<file path="config.mk">
export PLATFORM = sky130hd
export DESIGN_NAME = voice_allocator
export DESIGN_NICKNAME = d
export VERILOG_FILES = /design/src/rtl/piano_pkg.sv /design/src/rtl/key_to_note.sv /design/src/rtl/voice_allocator.sv
export SDC_FILE = /design/constraint.sdc
export NUM_CORES = 1
export LEC_CHECK = 0
export CORE_UTILIZATION = 60
export DETAILED_ROUTE_END_ITERATION = 16
export PLACE_DENSITY = 0.89
export RECOVER_POWER = 50
export SLEW_MARGIN = 10
export SYNTH_ARGS = -nofsm -noshare
export SYNTH_HDL_FRONTEND = slang
export SYNTH_SLANG_ARGS = --single-unit
</file>
<file path="constraint.sdc">
create_clock -name clk -period 6.53 [get_ports clk]
set_input_delay 1.306 -clock clk [delete_from_list [all_inputs] [get_ports clk]]
set_output_delay 1.306 -clock clk [all_outputs]
set_load 0.02 [all_outputs]
</file>
<file path="src/rtl/piano_pkg.sv">
// piano_pkg: shared note-map constants and allocator state encoding.
package piano_pkg;
  localparam int NOTE_W = 5;
  localparam int NUM_NOTES = 24;
  localparam logic [NOTE_W-1:0] NOTE_NONE = 5'd31;
  typedef enum logic [1:0] {IDLE, SCAN, COMMIT} alloc_state_t;
  // Index in this table is the note number; two rows of keys form a piano layout.
  localparam logic [7:0] KEY_MAP [NUM_NOTES] = '{
    8'h1C, 8'h1D, 8'h1B, 8'h24, 8'h23, 8'h2D, 8'h2C, 8'h34,
    8'h35, 8'h33, 8'h3C, 8'h3B, 8'h42, 8'h44, 8'h4B, 8'h4D,
    8'h4C, 8'h54, 8'h52, 8'h5B, 8'h15, 8'h1E, 8'h26, 8'h25
  };
endpackage

</file>
<file path="src/rtl/key_to_note.sv">
// key_to_note: combinational scan-code to note-index lookup; extended codes never map.
import piano_pkg::*;
module key_to_note (
  input  logic [15:0]       evt_code,
  output logic [NOTE_W-1:0] note,
  output logic              hit
);
  always_comb begin
    note = NOTE_NONE;
    hit  = 1'b0;
    for (int i = 0; i < NUM_NOTES; i++)
      if (evt_code[15:8] == 8'h00 && evt_code[7:0] == KEY_MAP[i]) begin
        note = NOTE_W'(i);
        hit  = 1'b1;
      end
  end
endmodule

</file>
<file path="src/rtl/voice_allocator.sv">
// voice_allocator: shares NUM_VOICES tone voices among held keys, stealing the oldest voice when full.
import piano_pkg::*;
module voice_allocator #(
  parameter int NUM_VOICES = 4,
  parameter int AGE_W      = 4
) (
  input  logic                         clk,
  input  logic                         rst,
  input  logic                         evt_valid,
  input  logic                         evt_press,
  input  logic [15:0]                  evt_code,
  output logic                         evt_ready,
  output logic [NUM_VOICES-1:0]        voice_on,
  output logic [NUM_VOICES*NOTE_W-1:0] voice_note,
  output logic                         steal,
  output logic                         unmapped
);
  localparam int IW = $clog2(NUM_VOICES) + 1;
  localparam logic [AGE_W-1:0] AGE_MAX = '1;
  localparam logic [IW-1:0] LAST = IW'(NUM_VOICES - 1);
  alloc_state_t r_state;
  logic [NUM_VOICES-1:0] r_on;
  logic [NOTE_W-1:0] r_note [NUM_VOICES];
  logic [AGE_W-1:0] r_age [NUM_VOICES];
  logic [IW-1:0] r_idx;
  logic [IW-2:0] r_match_i, r_free_i, r_old_i;
  logic r_match_f, r_free_f, r_old_f;
  logic [AGE_W-1:0] r_old_age;
  logic [NOTE_W-1:0] r_lnote;
  logic r_press, r_unm_p, r_steal, r_unmapped;
  logic [NOTE_W-1:0] w_note;
  logic w_hit, w_acc;
  logic [IW-2:0] w_i, w_tgt;
  key_to_note u_map (.evt_code(evt_code), .note(w_note), .hit(w_hit));
  assign evt_ready = (r_state == IDLE);
  assign w_acc     = evt_valid && evt_ready;
  assign w_i       = r_idx[IW-2:0];
  assign w_tgt     = r_match_f ? r_match_i : r_free_f ? r_free_i : r_old_i;
  assign voice_on  = r_on;
  assign steal     = r_steal;
  assign unmapped  = r_unmapped;
  for (genvar v = 0; v < NUM_VOICES; v++) begin : g_note
    assign voice_note[v*NOTE_W +: NOTE_W] = r_note[v];
  end
  always_ff @(posedge clk or negedge rst) begin
    if (!rst) begin
      r_state    <= IDLE;
      r_on       <= '0;
      for (int v = 0; v < NUM_VOICES; v++) begin
        r_note[v] <= '0;
        r_age[v]  <= '0;
      end
      r_idx      <= '0;
      r_match_i  <= '0;
      r_free_i   <= '0;
      r_old_i    <= '0;
      r_match_f  <= 1'b0;
      r_free_f   <= 1'b0;
      r_old_f    <= 1'b0;
      r_old_age  <= '0;
      r_lnote    <= '0;
      r_press    <= 1'b0;
      r_unm_p    <= 1'b0;
      r_steal    <= 1'b0;
      r_unmapped <= 1'b0;
    end else begin
      r_steal    <= 1'b0;
      r_unm_p    <= w_acc && !w_hit;
      r_unmapped <= r_unm_p;
      case (r_state)
        IDLE: if (w_acc && w_hit) begin
          r_lnote   <= w_note;
          r_press   <= evt_press;
          r_idx     <= '0;
          r_match_f <= 1'b0;
          r_free_f  <= 1'b0;
          r_old_f   <= 1'b0;
          r_old_age <= '0;
          r_state   <= SCAN;
        end
        SCAN: begin
          if (r_on[w_i] && r_note[w_i] == r_lnote && !r_match_f) begin
            r_match_f <= 1'b1;
            r_match_i <= w_i;
          end
          if (!r_on[w_i] && !r_free_f) begin
            r_free_f <= 1'b1;
            r_free_i <= w_i;
          end
          // Strict greater-than keeps ties on the lower index.
          if (r_on[w_i] && (!r_old_f || r_age[w_i] > r_old_age)) begin
            r_old_f   <= 1'b1;
            r_old_i   <= w_i;
            r_old_age <= r_age[w_i];
          end
          r_idx <= r_idx + 1'b1;
          if (r_idx == LAST) r_state <= COMMIT;
        end
        COMMIT: begin
          if (r_press) begin
            for (int v = 0; v < NUM_VOICES; v++)
              if (r_on[v] && r_age[v] != AGE_MAX) r_age[v] <= r_age[v] + 1'b1;
            r_on[w_tgt]   <= 1'b1;
            r_note[w_tgt] <= r_lnote;
            r_age[w_tgt]  <= '0;
            r_steal       <= !r_match_f && !r_free_f;
          end else if (r_match_f) begin
            r_on[r_match_i]  <= 1'b0;
            r_age[r_match_i] <= '0;
          end
          r_state <= IDLE;
        end
        default: r_state <= IDLE;
      endcase
    end
  end
endmodule

</file>
==> impl_metrics.yaml <==
global_routing:
  grt_use_total_pct: 28.34
  grt_pass1_vias: 3123
  grt_pass1_wl_um: 15440
  antenna_found_initial: 0
  overflow: 0
  grt_start_max_net_pins: 68
die:
  fp.dieW_um: 83.45
  core-area_um2: 6386
  die_y_um: 83.45
  die-area_um2: 6963
  initial_core_util_pct: 62.32
  ios: 47
  num_rows: 29
placement:
  gp_congestion: 0.9046
  port_buffers: 46
  dp_cells: 483
  hpwl_um: 6558
timing:
  worst_slew_pin_slew_ns: 3.478
  hold_viol: 0
  fin_worst_skew_ns: 0.01090
  min_period_over_period_pct: 64.05
  setup_tns_ns: 0
  post-route-min-period_ns: 4.183
  grt_setup_unrepaired: "no"
  slew_violations: 68
  max-slew-margin-rel_pct: -131.8
  max_freq_mhz: 239.1
  finalSetupViolations: 0
yosys:
  synthFlopType: "dfrtp_1"
  synth_edf_count: 0
  synth-async-reset-ratio_pct: 100.0
  syn_area_per_cell_um2: 10.59
  yosysSeqAreaShare_pct: 42.13
  syn-num-nets: 406
  ys_warn_count: 0
  synth_cells: 376
  ys_types: 63
  synth.cell_area_um2: 3980
  synth-seq-cells: 67
clocking:
  cts_max_level: 3
  clock-root-buffer: "clkbuf_8"
  cts_buffers: 9
  clock-sinks: 67
  hold_buffers: 0
  cts_resized: 0
  cts_buffer_depth: 2
  clk_pin_slew_ns: 0.07
  clk_latency_ns: 0.35
  post_cts_buffers: 0
  cts_tree: "yes"
setup_path:
  slowest_stage: "clkbuf_1"
  crit_path_end_kind: "async pin"
  critPathMaxStageDelay_ns: 2.44
  cp-start-kind: "input pin"
  criticalPathCategory: "input pin to async pin"
  worst-path-max-fanout: 67
  cp.required_ns: 6.20
  crit_chain: "buf_2 -> clkbuf_1"
  crit_family: "buffers and inverters"
  path_buf_inv: 2
  crit_arrival_ns: 3.86
detailed_routing:
  wirelength_um: 8985
  vias: 3182
  wire_per_inst_um: 18.01
  vias_per_cell: 6.377
  drc_errors: 0
  ant_nets: 0
  drtIter0Drc: 177
  first_pass_iters: 4
power:
  ir_drop_uv: 234.4
  combPwrFrac_pct: 7.6
  sequentialPowerShare_pct: 48.9
  p_per_area_nw_per_um2: 192.2
  p_int_w: 0.0006696
  cellLeakagePower_nw: 1.953
  swShare_pct: 24.86
  switchingPower_w: 0.0002216
  pwr-share-clk_pct: 43.5
status:
  outcome: "finished, violations left"
  violations: "capacitance limit, slew limit"
finish:
  final_util_pct: 72.59
  drive_above_1_share_pct: 16.59
  instances_no_fill: 499
  diodes: 0
  fillCellCount: 447
  finalNetCount: 447
  area_growth_pct: 16.47
worst_hold_path:
  hold_path_class: "flip-flop to flip-flop"
flow_run:
  drv_cap: 1
registers in the layout, summed over array words and instances, names as in the netlist:
| register | cells |
|---|---|
| r_state | 2 |
| r_match_f | 1 |
| r_old_f | 1 |
| r_match_i | 2 |
| steal | 1 |
| r_free_i | 2 |
| r_old_i | 2 |
| r_lnote | 5 |
| voice_note | 20 |
| r_unm_p | 1 |
| r_press | 1 |
| r_age | 16 |
| r_old_age | 4 |
| r_idx | 3 |
| r_free_f | 1 |
| voice_on | 4 |
| unmapped | 1 |
metrics by stage:
step,worst slack (ns),total power [W],cell area (um^2),hold slack (ns)
global route,1.585,0.0009216,4636,0.3795
floorplan,3.582,0.0004888,3980,0.3312
global placement,2.437,0.0005106,4419,0.3371
CTS,2.705,0.0008978,4644,0.3684
finish,2.347,0.0008912,4636,0.3652
detailed placement,2.339,0.0005129,4419,0.3504
final cells by class:
type / count / area (um^2) / area share (%)
clock buffer: 9 / 123.9 / 2.672
clock inverter: 7 / 101.3 / 2.186
inverter: 16 / 60.06 / 1.296
multi-input combinational: 276 / 2118 / 45.69
sequential: 67 / 1677 / 36.17
tap: 77 / 96.34 / 2.078
timing repair buffer: 47 / 459.2 / 9.906
cell usage after synthesis (all sizes together), types with 2 or more instances:
master   number  share of area (%)
o31ai         6                1.5
nand2        35                3.3
a31oi         8                1.3
nor4b         5                1.4
nand4b        2               0.44
nand3b        2               0.38
inv          16                1.5
nand3        11                1.5
buf          11                2.5
o22ai         4               0.63
o22a          3               0.66
a22oi         3               0.57
o21ai        27                3.5
o2111ai       2               0.75
mux4         10                5.7
o32a          2               0.82
dfrtp        67                 42
and3          3               0.47
mux2         29                8.2
o41ai         4               0.88
o21bai        6                1.1
xnor2         6                1.3
nor4          5                1.2
nor2         28                2.8
nand4         7                1.1
nor2b         9                1.5
o21a          2               0.38
nor3         11                1.6
a21oi         7               0.88
nand2b        7                1.3
ha           10                3.1
a22o          5                1.1
clkbuf        6               0.57
a21o          2               0.38
worst paths after layout:
path                        startpoint       end  slack (ns)  cells past startpoint
hold / removal                 r_unm_p  unmapped        0.37                      0
setup / recovery                   rst  r_idx[2]        2.35                      2
setup reg to reg              r_idx[0]   r_old_f        3.57                      8
max in group clk           evt_code[4]   r_press        2.69                      7
min in group asynchronous          rst  r_age[8]        2.23                      2
hold reg to reg                r_unm_p  unmapped        0.37                      0
power groups by stage:
stage	clock network (W)	logic (W)	registers (W)
after global routing	0.000409	0.0000746	0.000438
after detailed placement	0	0.0000686	0.000444
after global placement	0	0.0000667	0.000444
after floorplan	0	0.0000573	0.000432
after CTS	0.000393	0.0000688	0.000436
final	0.000388	0.0000678	0.000436
cells in the final DEF (no fill, tap or decap), types with 3 or more instances in the layout:
cell              n
nor2b_1           8
mux4_2           10
dfrtp_1          67
a21oi_1           7
nand3_1          10
nor3_1           10
ha_1             10
a22o_1            5
o31ai_2           3
nor4b_1           3
o22a_1            3
inv_1            16
o22ai_1           4
xnor2_1           6
nand2b_1          6
nor4_1            4
o31ai_1           3
o41ai_1           4
and3_1            3
a31oi_1           8
mux2_1            4
clkbuf_8          9
nand4_1           7
mux2_2           25
a22oi_1           3
o21bai_1          6
clkdlybuf4s50_1  45
o21ai_0          25
nand2_1          35
nor2_1           27
logic make-up (layout without fill, tap and decap cells):
| kind of cell | after synthesis | count (layout) | synth area share [%] |
|---|---|---|---|
| XOR/XNOR | 7 | 7 | 1.540 |
| AND/OR/NAND/NOR | 130 | 130 | 18.11 |
| adder cells (fa/ha/maj) | 10 | 10 | 3.144 |
| multiplexers | 40 | 40 | 14.12 |
| AO/OA/AOI/OAI | 89 | 89 | 16.44 |
| buffers and inverters | 33 | 79 | 4.527 |
| flip-flops | 67 | 67 | 42.13 |
per-layer routing:
metal  share of wire (%)  wire length, um  track usage (%)
met1                  42             3792            37.64
met2                  50             4529            46.20
met3                 4.6              417            5.666
met4                 2.7              246            10.94
met5                   0                0                0
Power figures use the tool's default switching activity.
